**config.mk**
```make
export PLATFORM = sky130hd
export DESIGN_NAME = dbus_pair_server_flat
export DESIGN_NICKNAME = d
export VERILOG_FILES = /design/src/rtl/dbus_pair_server_if.sv /design/src/rtl/dbus_pair_server.sv /design/src/flat_wrapper.sv
export SDC_FILE = /design/constraint.sdc
export NUM_CORES = 1
export LEC_CHECK = 0
export CORE_AREA = 4 4 121 123
export CTS_CLUSTER_DIAMETER = 100
export DETAILED_ROUTE_END_ITERATION = 10
export DIE_AREA = 0 0 125 127
export GPL_TIMING_DRIVEN = 0
export PLACE_DENSITY = 0.85
export RECOVER_POWER = 50
export SKIP_CTS_REPAIR_TIMING = 1
export SLEW_MARGIN = 30
export SYNTH_ARGS = -nofsm -noshare
export SYNTH_HDL_FRONTEND = slang
export SYNTH_SLANG_ARGS = --single-unit
```
**constraint.sdc**
```tcl
create_clock -name clk -period 5.47 [get_ports clk]
set_clock_uncertainty 0.2 [all_clocks]
set_input_delay 1.094 -clock clk [delete_from_list [all_inputs] [get_ports clk]]
set_output_delay 1.094 -clock clk [all_outputs]
set_load 0.1 [all_outputs]
```
**src/rtl/dbus_pair_server_if.sv**
```systemverilog
// rtl/dbus_pair_server_if.sv - dbus request/response types and the pair-server bus interface
//
// Purpose: shared dbus payload types plus the interface that bundles the
// memory-stage side and the downstream side of dbus_pair_server.
// Signals:
//   dreq[1:0]  memory stage requests, [1] older, [0] younger
//   advance    pipeline moves M->W, clears finish bookkeeping
//   flush      cancel slots not yet issued
//   dreqOut    single downstream request
//   drespIn    downstream addrOk / dataOk / data
//   reqFinish  per-slot served flags, sticky until advance
//   rdata      captured raw load word per slot
//   stallM     a valid, unfinished slot remains
package dbus_pkg;
    typedef logic [31:0] word_t;

    typedef struct packed {
        logic       valid;
        logic [31:0] addr;
        logic [2:0] size;
        logic [3:0] strobe;
        word_t      data;
    } dbus_req_t;

    typedef struct packed {
        logic  addrOk;
        logic  dataOk;
        word_t data;
    } dbus_resp_t;
endpackage

interface dbus_pair_if;
    import dbus_pkg::*;

    dbus_req_t  [1:0] dreq;
    logic             advance;
    logic             flush;
    dbus_req_t        dreqOut;
    dbus_resp_t       drespIn;
    logic       [1:0] reqFinish;
    word_t      [1:0] rdata;
    logic             stallM;

    modport slave (
        input  dreq, advance, flush, drespIn,
        output dreqOut, reqFinish, rdata, stallM
    );

    modport master (
        output dreq, advance, flush, drespIn,
        input  dreqOut, reqFinish, rdata, stallM
    );
endinterface

```
**src/rtl/dbus_pair_server.sv**
```systemverilog
// rtl/dbus_pair_server.sv - serializes two memory-stage dbus requests onto one downstream dbus
//
// Purpose: issues slot 1 (older) then slot 0 (younger) downstream, one
// transaction outstanding, captures load data and reports per-slot finish.
// Ports:
//   clk   clock
//   rst   asynchronous, active-high reset
//   bus   dbus_pair_if.slave (see interface for signal list)
// Parameters:
//   FAST_DONE  1: data_ok with addr_ok completes in the request cycle
//   ZERO_WAIT  1: slot 0 issued right after slot 1 completes
module dbus_pair_server
    import dbus_pkg::*;
#(
    parameter bit FAST_DONE = 1'b1,
    parameter bit ZERO_WAIT = 1'b1
) (
    input  logic       clk,
    input  logic       rst,
    dbus_pair_if.slave bus
);

    typedef enum logic [2:0] {IDLE, REQ1, WAIT1, REQ0, WAIT0} state_t;

    state_t     state, nextState;
    logic       draining, nextDraining;
    logic [1:0] finish;
    word_t [1:0] rdataQ;

    // With FAST_DONE=0 a response that arrives alongside addr_ok is parked
    // here so the WAIT cycle can complete without a second data_ok.
    logic       heldValid;
    word_t      heldData;

    logic       slot1;
    logic       pending0;
    logic       done;
    logic       kill;
    logic       captureHeld;
    logic       clearHeld;
    logic [1:0] finishSet;
    logic [1:0] rdataWe;
    word_t      respData;
    dbus_req_t  curReq;

    assign slot1    = (state == REQ1) || (state == WAIT1);
    assign curReq   = slot1 ? bus.dreq[1] : bus.dreq[0];
    assign pending0 = bus.dreq[0].valid & ~finish[0];

    always_ff @(posedge clk or posedge rst) begin
        if (rst) begin
            state     <= IDLE;
            draining  <= 1'b0;
            heldValid <= 1'b0;
            heldData  <= '0;
            finish    <= 2'b00;
            rdataQ    <= '0;
        end else begin
            state    <= nextState;
            draining <= nextDraining;
            if (captureHeld) begin
                heldValid <= 1'b1;
                heldData  <= bus.drespIn.data;
            end else if (clearHeld) begin
                heldValid <= 1'b0;
            end
            if (bus.advance) begin
                finish <= 2'b00;
            end else begin
                finish <= finish | finishSet;
            end
            for (int i = 0; i < 2; i++) begin
                if (rdataWe[i]) begin
                    rdataQ[i] <= respData;
                end
            end
        end
    end

    always_comb begin
        nextState    = state;
        nextDraining = draining;
        done         = 1'b0;
        captureHeld  = 1'b0;
        clearHeld    = 1'b0;
        finishSet    = 2'b00;
        rdataWe      = 2'b00;
        respData     = bus.drespIn.data;
        bus.dreqOut  = '0;
        // A flushed transaction still has to drain downstream, but must not
        // report a finish or write rdata.
        kill         = bus.flush | draining;

        case (state)
            IDLE: begin
                if (!bus.flush) begin
                    if (bus.dreq[1].valid && !finish[1]) begin
                        nextState = REQ1;
                    end else if (pending0) begin
                        nextState = REQ0;
                    end
                end
            end
            REQ1, REQ0: begin
                bus.dreqOut       = curReq;
                bus.dreqOut.valid = 1'b1;
                if (bus.drespIn.addrOk) begin
                    // A flushed transaction whose data is already here has
                    // nothing left to drain, so it never enters WAIT.
                    if (bus.drespIn.dataOk && (FAST_DONE || bus.flush)) begin
                        done = 1'b1;
                    end else begin
                        nextState    = slot1 ? WAIT1 : WAIT0;
                        nextDraining = bus.flush;
                        captureHeld  = bus.drespIn.dataOk;
                    end
                end else if (bus.flush) begin
                    nextState = IDLE;
                end
            end
            WAIT1, WAIT0: begin
                if (bus.flush) begin
                    nextDraining = 1'b1;
                end
                if (bus.drespIn.dataOk || heldValid) begin
                    done      = 1'b1;
                    clearHeld = 1'b1;
                    if (heldValid) begin
                        respData = heldData;
                    end
                end
            end
            default: nextState = IDLE;
        endcase

        if (done) begin
            nextDraining = 1'b0;
            if (kill) begin
                nextState = IDLE;
            end else begin
                finishSet = slot1 ? 2'b10 : 2'b01;
                rdataWe   = (curReq.strobe == 4'b0000) ? finishSet : 2'b00;
                nextState = (slot1 && ZERO_WAIT && pending0 && !bus.flush) ? REQ0 : IDLE;
            end
        end
    end

    assign bus.reqFinish = finish;
    assign bus.rdata     = rdataQ;
    assign bus.stallM    = |({bus.dreq[1].valid, bus.dreq[0].valid} & ~finish);

    advanceOnlyIdle: assert property (@(posedge clk) disable iff (rst)
        bus.advance |-> (state == IDLE));

endmodule

```
**src/flat_wrapper.sv**
```systemverilog
// flat-port wrapper written by rule: the top's interface ports become plain ports
module dbus_pair_server_flat import dbus_pkg::*;
#(
    parameter bit FAST_DONE = 1'b1,
    parameter bit ZERO_WAIT = 1'b1
)
  (clk, rst, bus_dreq, bus_advance, bus_flush, bus_drespIn, bus_dreqOut, bus_reqFinish, bus_rdata, bus_stallM);
  dbus_pair_if bus_i ();
  input  logic clk;
  input  logic rst;
  input wire logic [$bits(bus_i.dreq)-1:0] bus_dreq;
  input wire logic [$bits(bus_i.advance)-1:0] bus_advance;
  input wire logic [$bits(bus_i.flush)-1:0] bus_flush;
  input wire logic [$bits(bus_i.drespIn)-1:0] bus_drespIn;
  output wire logic [$bits(bus_i.dreqOut)-1:0] bus_dreqOut;
  output wire logic [$bits(bus_i.reqFinish)-1:0] bus_reqFinish;
  output wire logic [$bits(bus_i.rdata)-1:0] bus_rdata;
  output wire logic [$bits(bus_i.stallM)-1:0] bus_stallM;
  assign bus_i.dreq = bus_dreq;
  assign bus_i.advance = bus_advance;
  assign bus_i.flush = bus_flush;
  assign bus_i.drespIn = bus_drespIn;
  assign bus_dreqOut = bus_i.dreqOut;
  assign bus_reqFinish = bus_i.reqFinish;
  assign bus_rdata = bus_i.rdata;
  assign bus_stallM = bus_i.stallM;
  dbus_pair_server #(.FAST_DONE(FAST_DONE), .ZERO_WAIT(ZERO_WAIT)) u_core (.clk(clk), .rst(rst), .bus(bus_i));
endmodule
```
# After elaboration in Yosys (flattened, before gate mapping)
# Index checks and enable logic that the tools add are counted.
dict set report word_totals {
  output_inout_bits 139
  in_bits 182
  elab_cells 65
  regBits 70
}
dict set report op_classes {
  n_reduce_logical 14
  n_bitwise 6
  n_eq_ne 12
  muxes 28
}
# cell n
set ops {}
lappend ops {{two-way mux 72 bit} 1}
lappend ops {{two-way mux 71 bit} 1}
lappend ops {{two-way mux 3 bit} 9}
lappend ops {{two-way mux 2 bit} 8}
lappend ops {{!= test 3 x 2 -> 1 bit (second input constant)} 4}
lappend ops {{one-hot mux 3 bit (3 select lines)} 1}
lappend ops {{!= test 4 x 3 -> 1 bit (second input constant)} 2}
lappend ops {{== test 3 x 2 -> 1 bit (second input constant)} 2}
lappend ops {{two-way mux 1 bit} 6}
lappend ops {{OR reduction 2 bit} 3}
lappend ops {{AND reduction 5 bit} 1}
lappend ops {{zero test 4 bit} 1}
lappend ops {{!= test 4 x 1 -> 1 bit (second input constant)} 1}
lappend ops {{one-hot mux 1 bit (2 select lines)} 2}
lappend ops {{AND reduction 4 bit} 1}
lappend ops {{== test 3 x 1 -> 1 bit (second input constant)} 1}
lappend ops {{== test 3 bit (second input constant)} 1}
lappend ops {{logical AND 1 bit} 3}
lappend ops {{zero test 3 bit} 1}
lappend ops {{nonzero test 3 bit} 1}
lappend ops {{AND 2 bit} 1}
lappend ops {{zero test 1 bit} 2}
lappend ops {{!= test 2 x 1 -> 1 bit (second input constant)} 1}
lappend ops {{inverter 2 bit} 1}
lappend ops {{5 further kinds} 5}

# Longest topological paths before layout
# Gate-level depths: netlist (run 1).
dict set report depth {
  ltp_word 7
  ltp_mapped 6
  ltp_nobuf 4
}

# Worst setup path before layout (run 1)
# No wires, ideal clock.
dict set report synth_path {
  kind {input port to output port}
  startpoint {in bus_dreq[143]}
  endpoint {out bus_stallM}
  setup_slack_ns 0.909
  n_path_buf 0
  arrival_time_ns 3.267
  cell_stages 2
  t_required_ns 4.176
  cell_sequence {inv_1 -> o21ai_0}
}
dict set report synth_via {
  elab_chain_len 2
}
# element line_no
set synth_lines {}
lappend synth_lines {{from (decl)} flat_wrapper.sv:11} ;# input wire logic [$bits(bus_i.dreq)-1:0] bus_dreq;
lappend synth_lines {{AND 2 bit} dbus_pair_server.sv:150} ;# assign bus.stallM = |({bus.dreq[1].valid, bus.dreq[0].valid} & ~finish);
lappend synth_lines {{OR reduction 2 bit} dbus_pair_server.sv:150}
lappend synth_lines {{to (decl)} flat_wrapper.sv:18} ;# output wire logic [$bits(bus_i.stallM)-1:0] bus_stallM;
# Every way passes these cells.

# Worst setup path after layout (run 1)
dict set report layout_path {
  startpoint {reg u_core.state[1]}
  endpoint {out bus_dreqOut[8]}
}
dict set report layout_via {
  elab_chain_len 4
  elab_cells_between_ends 7
  cone_classes {3 x eq/ne; 2 x mux; 2 x reduce/logical}
}
# element line_no
set layout_lines {}
lappend layout_lines {{from (decl)} dbus_pair_server.sv:25} ;# state_t state, nextState;
lappend layout_lines {{from (signal assigned)} dbus_pair_server.sv:59} ;# state <= nextState;
lappend layout_lines {{== test 3 x 1 -> 1 bit / == test 3 x 2 -> 1 bit (equally long branches)} {dbus_pair_server.sv:46, dbus_pair_server.sv:94}}
lappend layout_lines {{logical OR 1 bit} dbus_pair_server.sv:46} ;# assign slot1 = (state == REQ1) || (state == WAIT1);
lappend layout_lines {{two-way mux 71 bit} dbus_pair_server.sv:47} ;# assign curReq = slot1 ? bus.dreq[1] : bus.dreq[0];
lappend layout_lines {{two-way mux 72 bit *} dbus_pair_server.sv:94} ;# case (state)
lappend layout_lines {{to (decl)} flat_wrapper.sv:15} ;# output wire logic [$bits(bus_i.dreqOut)-1:0] bus_dreqOut;
# Every way passes the cells marked *; elsewhere a longest branch is shown, timed or not.

==> parameters.txt, run 1 <==
Parameter                              Value

Floorplanning
  Standard-cell rows    43
  Core Region    approximately 14000 um^2
  Height of the die    roughly 130 um
  I/O pins    roughly 320
  Total die area    ~16000 um^2
  Initial Utilization    29.4%
  Floorplan die width    125 um

Synth
  Part of the Yosys area used for sequential elements    between 40% and 50%
  Combinational family with the most area after synthesis    multiplexers
  Post-synthesis share of cell area spent on and, or, nand and nor gates    between 10% and 20%
  Multiplexer share of the synthesized area    between 30% and 40%
  Post-synthesis instance area    between 4000 and 5000 um^2
  Top area cells in the synthesized netlist    sky130_fd_sc_hd__dfrtp_1 (44%), sky130_fd_sc_hd__mux2i_1 (17%), sky130_fd_sc_hd__mux2_4 (11%), sky130_fd_sc_hd__mux2_2 (9.5%), sky130_fd_sc_hd__nor2_1 (6.4%)
  Complex-gate fraction of the synthesized area    approximately 3.2%
  Net Count, Synth    roughly 530
  Post-synthesis share of cell area spent on full adders, half adders and majority gates    less than 1%
  Flip-flop and latch count after synthesis    70
  Post-synthesis average cell area    ~12 um^2
  Yosys top cell area share    a little over two fifths
  Count of mapped cells out of synthesis    around 350
  Largest area contributor in the netlist    sky130_fd_sc_hd__dfrtp_1
  Synthesized-area fraction occupied by xor and xnor cells    0.218%
  Yosys cell types    34
  Count of yosys warnings during synthesis    0

Timing
  Final-layout setup total negative slack    0 ns
  Finish-stage setup viols    0
  Number of hold violations in the final report    0
  Relative max-transition margin    27.8%
  Minimum period implied by the final worst setup slack    4.67 ns
  Number of pins with negative max-slew slack in the final report    0
  Actual slew at the worst max-slew pin    about 1.1 ns
  Final critical-path share of the clock period    85.3%
  Fmax    ~210 MHz
  Setup repair after global routing missed its margin    no

Placement
  Placed Instances    848
  I/O Buffers    320
  Estimated wirelength of the detail-placed design    13800 um
  Routability Congestion    roughly 0.93

Setup path
  Required time of the worst setup path    between 4 and 5 ns
  Flop-to-flop setup slack    2.28 ns
  Path depth of the worst reg2reg path    6
  Destination of the worst register-to-register timing path    u_core.bus.rdata[27]
  Data arrival time of the critical path    ~3.4 ns
  Crit Path Max Fanout    10
  Slowest cell on crit path    sky130_fd_sc_hd__clkdlybuf4s50_1
  CP peak stage delay    approximately 1.2 ns
  Sort of element at the start of the critical path    flop
  Crit path kind    reg2out
  Crit path cell chain    clkbuf_1 > clkbuf_1 > mux2i_1 > nor2_1 > clkdlybuf4s50_1
  CP endpoint kind    output pin
  Most prevalent standard cell on the critical path    sky130_fd_sc_hd__clkbuf_1
  FF-to-FF Start    u_core.state[0]

Layout
  Synthesis-to-finish area growth    92.4%
  Share of cells above drive strength 1    14.0%
  # diodes    0
  Utilization of the core after routing    56.5%
  Total number of nets in the final design    ~860
  Post-route non-filler standard cell count    864
  Leading cell type in the layout, fill and taps excluded    sky130_fd_sc_hd__clkdlybuf4s50_1
  Most frequent cells in the layout    sky130_fd_sc_hd__clkdlybuf4s50_1 (252), sky130_fd_sc_hd__dfrtp_1 (70), sky130_fd_sc_hd__nor2_1 (69)

Min path
  Worst hold path stage count    1
  Hold Path Sink    u_core.bus.rdata[30]
  Hold Path Origin    u_core.bus.rdata[30]
  Path type of the worst min-delay path    reg2reg

Route
  Final wirelength    between 15000 and 20000 um
  Average detailed-routed wire length per instance    between 15 and 20 um
  Number of routed nets with antenna violations    0
  Total met2 wirelength after detailed routing    between 8000 and 9000 um
  Via count    between 3000 and 4000
  Detailed-route DRC error count    0
  Detailed-routed wire length on met3    1120 um
  Routed metal-1 wirelength    approximately 6300 um
  Total iterations of the first detailed-routing run    4
  DRC marker count from the first detailed-route iteration    132
  Highest Signal Layer    met4
  Via-per-instance ratio    roughly 4.6

GRT
  Total GRT Usage    between 10% and 20%
  Congestion Overflow GR    0
  Maximum number of pins on one net before global-route repair    between 50 and 60
  Wire length of the first global-routing pass    between 20000 and 25000 um
  Via count of the first global-routing pass    4359
  Antenna violations before repair    0

CTS
  Clock network latency to the later pin of the worst-skew pair    0.32 ns
  CTS tree    yes
  Clock sink count    70
  Bufs on Longest Clock Path    2
  Clock buffers created by TritonCTS    9
  Clock transition at the registers of the reported paths    approximately 0.05 ns
  CTS HTree Levels    3
  Library cell used as clock root buffer    sky130_fd_sc_hd__clkbuf_16

Job
  Max-cap violation count    0

Power
  Power per cell area    672 nW/um^2
  VDD IR-drop max    672 uV
  Leakage power of the design    3.61 nW

Outcome
  Result of the run    complete, no violations
## Yosys cell counts
| library cell | count |
|---|---|
| sky130_fd_sc_hd__maj3_1 | 1 |
| sky130_fd_sc_hd__o21ai_0 | 7 |
| sky130_fd_sc_hd__a21oi_1 | 8 |
| sky130_fd_sc_hd__nor4_4 | 1 |
| sky130_fd_sc_hd__mux2_4 | 30 |
| sky130_fd_sc_hd__nor4_1 | 2 |
| sky130_fd_sc_hd__or4_4 | 1 |
| sky130_fd_sc_hd__or4_1 | 1 |
| sky130_fd_sc_hd__nand4b_1 | 1 |
| sky130_fd_sc_hd__o22a_1 | 1 |
| sky130_fd_sc_hd__clkbuf_1 | 18 |
| sky130_fd_sc_hd__o32ai_1 | 1 |
| sky130_fd_sc_hd__a21bo_2 | 1 |
| sky130_fd_sc_hd__nor3b_1 | 1 |
| sky130_fd_sc_hd__buf_6 | 1 |
| sky130_fd_sc_hd__mux2_2 | 34 |
| sky130_fd_sc_hd__mux2_1 | 1 |
| sky130_fd_sc_hd__nand2b_1 | 3 |
| sky130_fd_sc_hd__xnor2_1 | 1 |
| sky130_fd_sc_hd__mux2i_1 | 68 |
| sky130_fd_sc_hd__buf_12 | 3 |
| sky130_fd_sc_hd__or3_1 | 1 |
| sky130_fd_sc_hd__or3b_1 | 1 |
| sky130_fd_sc_hd__nand2_1 | 6 |
| sky130_fd_sc_hd__dfrtp_1 | 70 |
| sky130_fd_sc_hd__nand3b_1 | 1 |
| sky130_fd_sc_hd__nand2b_4 | 1 |
| sky130_fd_sc_hd__or3b_4 | 1 |
| sky130_fd_sc_hd__buf_2 | 3 |
| sky130_fd_sc_hd__nor2_1 | 69 |
| sky130_fd_sc_hd__a2111o_1 | 1 |
| sky130_fd_sc_hd__inv_1 | 6 |
| sky130_fd_sc_hd__o22ai_1 | 1 |
| sky130_fd_sc_hd__o21a_1 | 1 |
## kinds of logic after synthesis
logic type,after synthesis
AO/OA/AOI/OAI,21
flip-flops,70
multiplexers,133
buffers and inverters,31
adder cells (fa/ha/maj),1
XOR/XNOR,1
AND/OR/NAND/NOR,90
## worst max-delay path, delay by kind of cell (launching register included)
family	cells	cell delay, ns
buf+inv	3	2.18
flops	1	0.40
mux	1	0.30
simple gates	1	0.16
## per-layer routing
layer	vias up	global-route usage, %
met4	0	6.12
met1	1868	22.4
met5	-	0
met2	210	36.4
met3	29	5.10
li1	1876	-
## cell type report
class | instances | area, um^2
tap | 180 | 225
multi-input combinational | 246 | 2070
sequential | 70 | 1750
buffer | 25 | 154
inverter | 6 | 23.8
timing repair buffer | 321 | 3210
fill | 1122 | 5940
clock buffer | 10 | 239
clock inverter | 6 | 61.3
## flip-flops by register name, summed over array words and instances, names as in the netlist
signal	flops
u_core.draining	1
u_core.state	3
u_core.bus.rdata	64
u_core.bus.reqFinish	2
## metrics by stage
stage / setup WS [ns] / hold slack, ns / area [um^2] / power [mW]
after floorplan: 0.909 / 0.329 / 4020 / 3.73
after global placement: 0.998 / 0.279 / 7440 / 4.68
after detailed placement: 0.968 / 0.295 / 7450 / 4.69
after CTS: 0.640 / 0.308 / 7750 / 5.29
after global routing: 0.496 / 0.318 / 7730 / 5.37
final: 0.803 / 0.296 / 7730 / 5.20
## how the worst max path moves through the flow
stage	start	end	slack, ns
floorplan	bus_dreq[143]	bus_stallM	0.91
global placement	u_core.state[1]	bus_dreqOut[8]	1.0
detailed placement	u_core.state[1]	bus_dreqOut[8]	0.97
CTS	u_core.state[1]	bus_dreqOut[8]	0.64
global route	u_core.state[1]	bus_dreqOut[8]	0.50
finish	u_core.state[1]	bus_dreqOut[8]	0.80
## report_power, final
part / switching, mW / internal, mW
logic: 2.98 / 0.930
registers: 0.0709 / 0.643
clock network: 0.209 / 0.363
Note: power is estimated with default switching activity, not from simulation.
==> run 2, diff against run 1 <==
MAX_ROUTING_LAYER = met4   (was not set)
==> run 2 against run 1 <==
- register-to-register slack better by 0.02 ns
- via count down 0.45%
- power up 0.96%
- sequential power about the same
- wire length up 1.4%
- clock power up 5.2%
- fmax down 1.2%
- sequential share of layout area down 0.066 points
- cell count up 0.12%
- core utilization up 0.16 points
- critical path type unchanged
- critical endpoint unchanged
==> parameters.txt, run 2 (synthesized netlist as in run 1, its figures left out) <==
Parameter                              Value

Outcome
  Result of the run    complete, no violations

Floorplanning
  Total die area    15900 um^2 (unchanged)
  Floorplan die width    125 um (unchanged)
  Height of the die    127 um (unchanged)
  Standard-cell rows    43 (unchanged)
  Initial Utilization    29.4% (unchanged)
  Core Region    13700 um^2 (unchanged)
  I/O pins    321 (unchanged)

Timing
  Relative max-transition margin    30.9% (+3.1 points)
  Final critical-path share of the clock period    86.4% (+1.1 points)
  Number of pins with negative max-slew slack in the final report    0 (unchanged)
  Actual slew at the worst max-slew pin    1.03 ns (-0.0394 ns)
  Setup repair after global routing missed its margin    no
  Fmax    212 MHz (-1.2%)
  Final-layout setup total negative slack    0 ns (unchanged)
  Minimum period implied by the final worst setup slack    4.73 ns (+0.0584 ns)
  Finish-stage setup viols    0 (unchanged)
  Worst Setup Slack, final    0.745 ns (-0.0584 ns)
  Number of hold violations in the final report    0 (unchanged)
  Hold WS    0.286 ns (-0.00966 ns)

Layout
  Most frequent cells in the layout    sky130_fd_sc_hd__clkdlybuf4s50_1 (253), sky130_fd_sc_hd__dfrtp_1 (70), sky130_fd_sc_hd__nor2_1 (69)
  Total number of nets in the final design    861 (unchanged)
  Leading cell type in the layout, fill and taps excluded    sky130_fd_sc_hd__clkdlybuf4s50_1
  Synthesis-to-finish area growth    93.0%
  Final Cell Area    7750 um^2 (+0.29%)
  Post-route non-filler standard cell count    865 (+0.12%)
  Share of cells above drive strength 1    13.6% (-0.44 points)
  Number of flip-flops in the largest register    64 (unchanged)

CTS
  CTS tree    yes
  Bufs on Longest Clock Path    2 (unchanged)
  Clock sink count    70 (unchanged)
  CTS HTree Levels    3 (unchanged)
  Library cell used as clock root buffer    sky130_fd_sc_hd__clkbuf_16
  Clock buffers created by TritonCTS    9 (unchanged)
  Clock network latency to the later pin of the worst-skew pair    0.32 ns (about the same)
  Clock transition at the registers of the reported paths    0.05 ns (about the same)

Min path
  Path type of the worst min-delay path    reg2reg

Setup path
  Required time of the worst setup path    4.18 ns (about the same)
  Sort of element at the start of the critical path    flop
  Crit path kind    reg2out
  CP endpoint kind    output pin
  Crit Path Max Fanout    10 (unchanged)
  Data arrival time of the critical path    3.43 ns (+0.06 ns)

Route
  Detailed-route DRC error count    0 (unchanged)
  Total iterations of the first detailed-routing run    4 (unchanged)
  Via count    3965 (-0.45%)
  Final wirelength    16600 um (+1.4%)
  Via-per-instance ratio    4.58 (-0.57%)
  Average detailed-routed wire length per instance    19.2 um (+1.2%)
  Number of routed nets with antenna violations    0 (unchanged)
  DRC marker count from the first detailed-route iteration    122 (-7.6%)

Placement
  Placed Instances    848 (unchanged)
  Worst slack after detailed placement    0.948 ns (-0.0197 ns)
  Placed inst area    7450 um^2 (unchanged)
  Routability Congestion    0.941 (+0.72%)
  Estimated wirelength of the detail-placed design    13900 um (+0.63%)
  I/O Buffers    320 (unchanged)

GRT
  Congestion Overflow GR    0 (unchanged)
  Via count of the first global-routing pass    4441 (+1.9%)
  Wire length of the first global-routing pass    24800 um (+1.1%)
  Total GRT Usage    20.5% (+0.74 points)
  Antenna violations before repair    1 (+1)
  Maximum number of pins on one net before global-route repair    53 (unchanged)

Power
  Leakage power of the design    3.61 nW (+0.11%)
  VDD IR-drop max    543 uV (-19%)
  Power per cell area    677 nW/um^2 (+0.67%)

Job
  Max-cap violation count    0 (unchanged)
## run 2: final timing paths
| check | start | end | slack [ns] | depth (start not counted) |
|---|---|---|---|---|
| max reg2reg | u_core.state[0] | u_core.bus.rdata[10] | 2.30 | 6 |
| max in group asynchronous | rst | u_core.bus.rdata[35] | 3.19 | 3 |
| min in group asynchronous | rst | u_core.bus.rdata[15] | 1.20 | 2 |
| min | u_core.bus.rdata[29] | u_core.bus.rdata[29] | 0.29 | 1 |
| min reg2reg | u_core.bus.rdata[29] | u_core.bus.rdata[29] | 0.29 | 1 |
| max | u_core.state[1] | bus_dreqOut[8] | 0.74 | 5 |
## run 2: stage by stage
stage / power [mW] / util, %
5_1_grt: 5.41 / 56.7
3_5_place_dp: 4.71 / 54.6
2_1_floorplan: 3.73 / -
4_1_cts: 5.33 / 56.9
3_3_place_gp: 4.68 / 54.5
6_report: 5.25 / 56.7
## run 2: critical path, cell delays in order, from the launching register on
cell and delay (ns):
sky130_fd_sc_hd__dfrtp_1 0.40, sky130_fd_sc_hd__clkbuf_1 0.45, sky130_fd_sc_hd__clkbuf_1 0.62, sky130_fd_sc_hd__mux2i_1 0.25
sky130_fd_sc_hd__nor2_1 0.20, sky130_fd_sc_hd__clkdlybuf4s50_1 1.17
## run 2: area by class of cell
| cell class | instances | area, um^2 |
|---|---|---|
| diodes | 1 | 2.50 |
| plain buffers | 25 | 154 |
| clock buffers | 10 | 229 |
| clock inverters | 6 | 86.3 |
| fillers | 1137 | 5920 |
| inverters | 6 | 23.8 |
| multi-input cells | 246 | 2070 |
| flip-flops and latches | 70 | 1750 |
| well taps | 180 | 225 |
| repair buffers | 321 | 3210 |
## run 2: layer usage
layer	vias to the layer above	GRT usage (%)	share of wire (%)
li1	1873	-	-
met1	1889	23.4	39
met2	185	36.9	53
met3	18	4.06	5.4
met4	0	5.36	1.7
met5	-	-	0
## run 2: report_power, final
group | switching [mW] | internal, mW | leakage [nW]
registers | 0.0700 | 0.643 | 0.959
logic | 3.00 | 0.933 | 2.50
clock network | 0.204 | 0.398 | 0.152
total | 3.27 | 1.97 | 3.61
==> run 3, diff against run 2 <==
ABC_CLOCK_PERIOD_IN_PS = 5470   (was not set)
==> results of run 3 <==
Same layout as run 2: the final DEF is identical, and so are final timing and power.
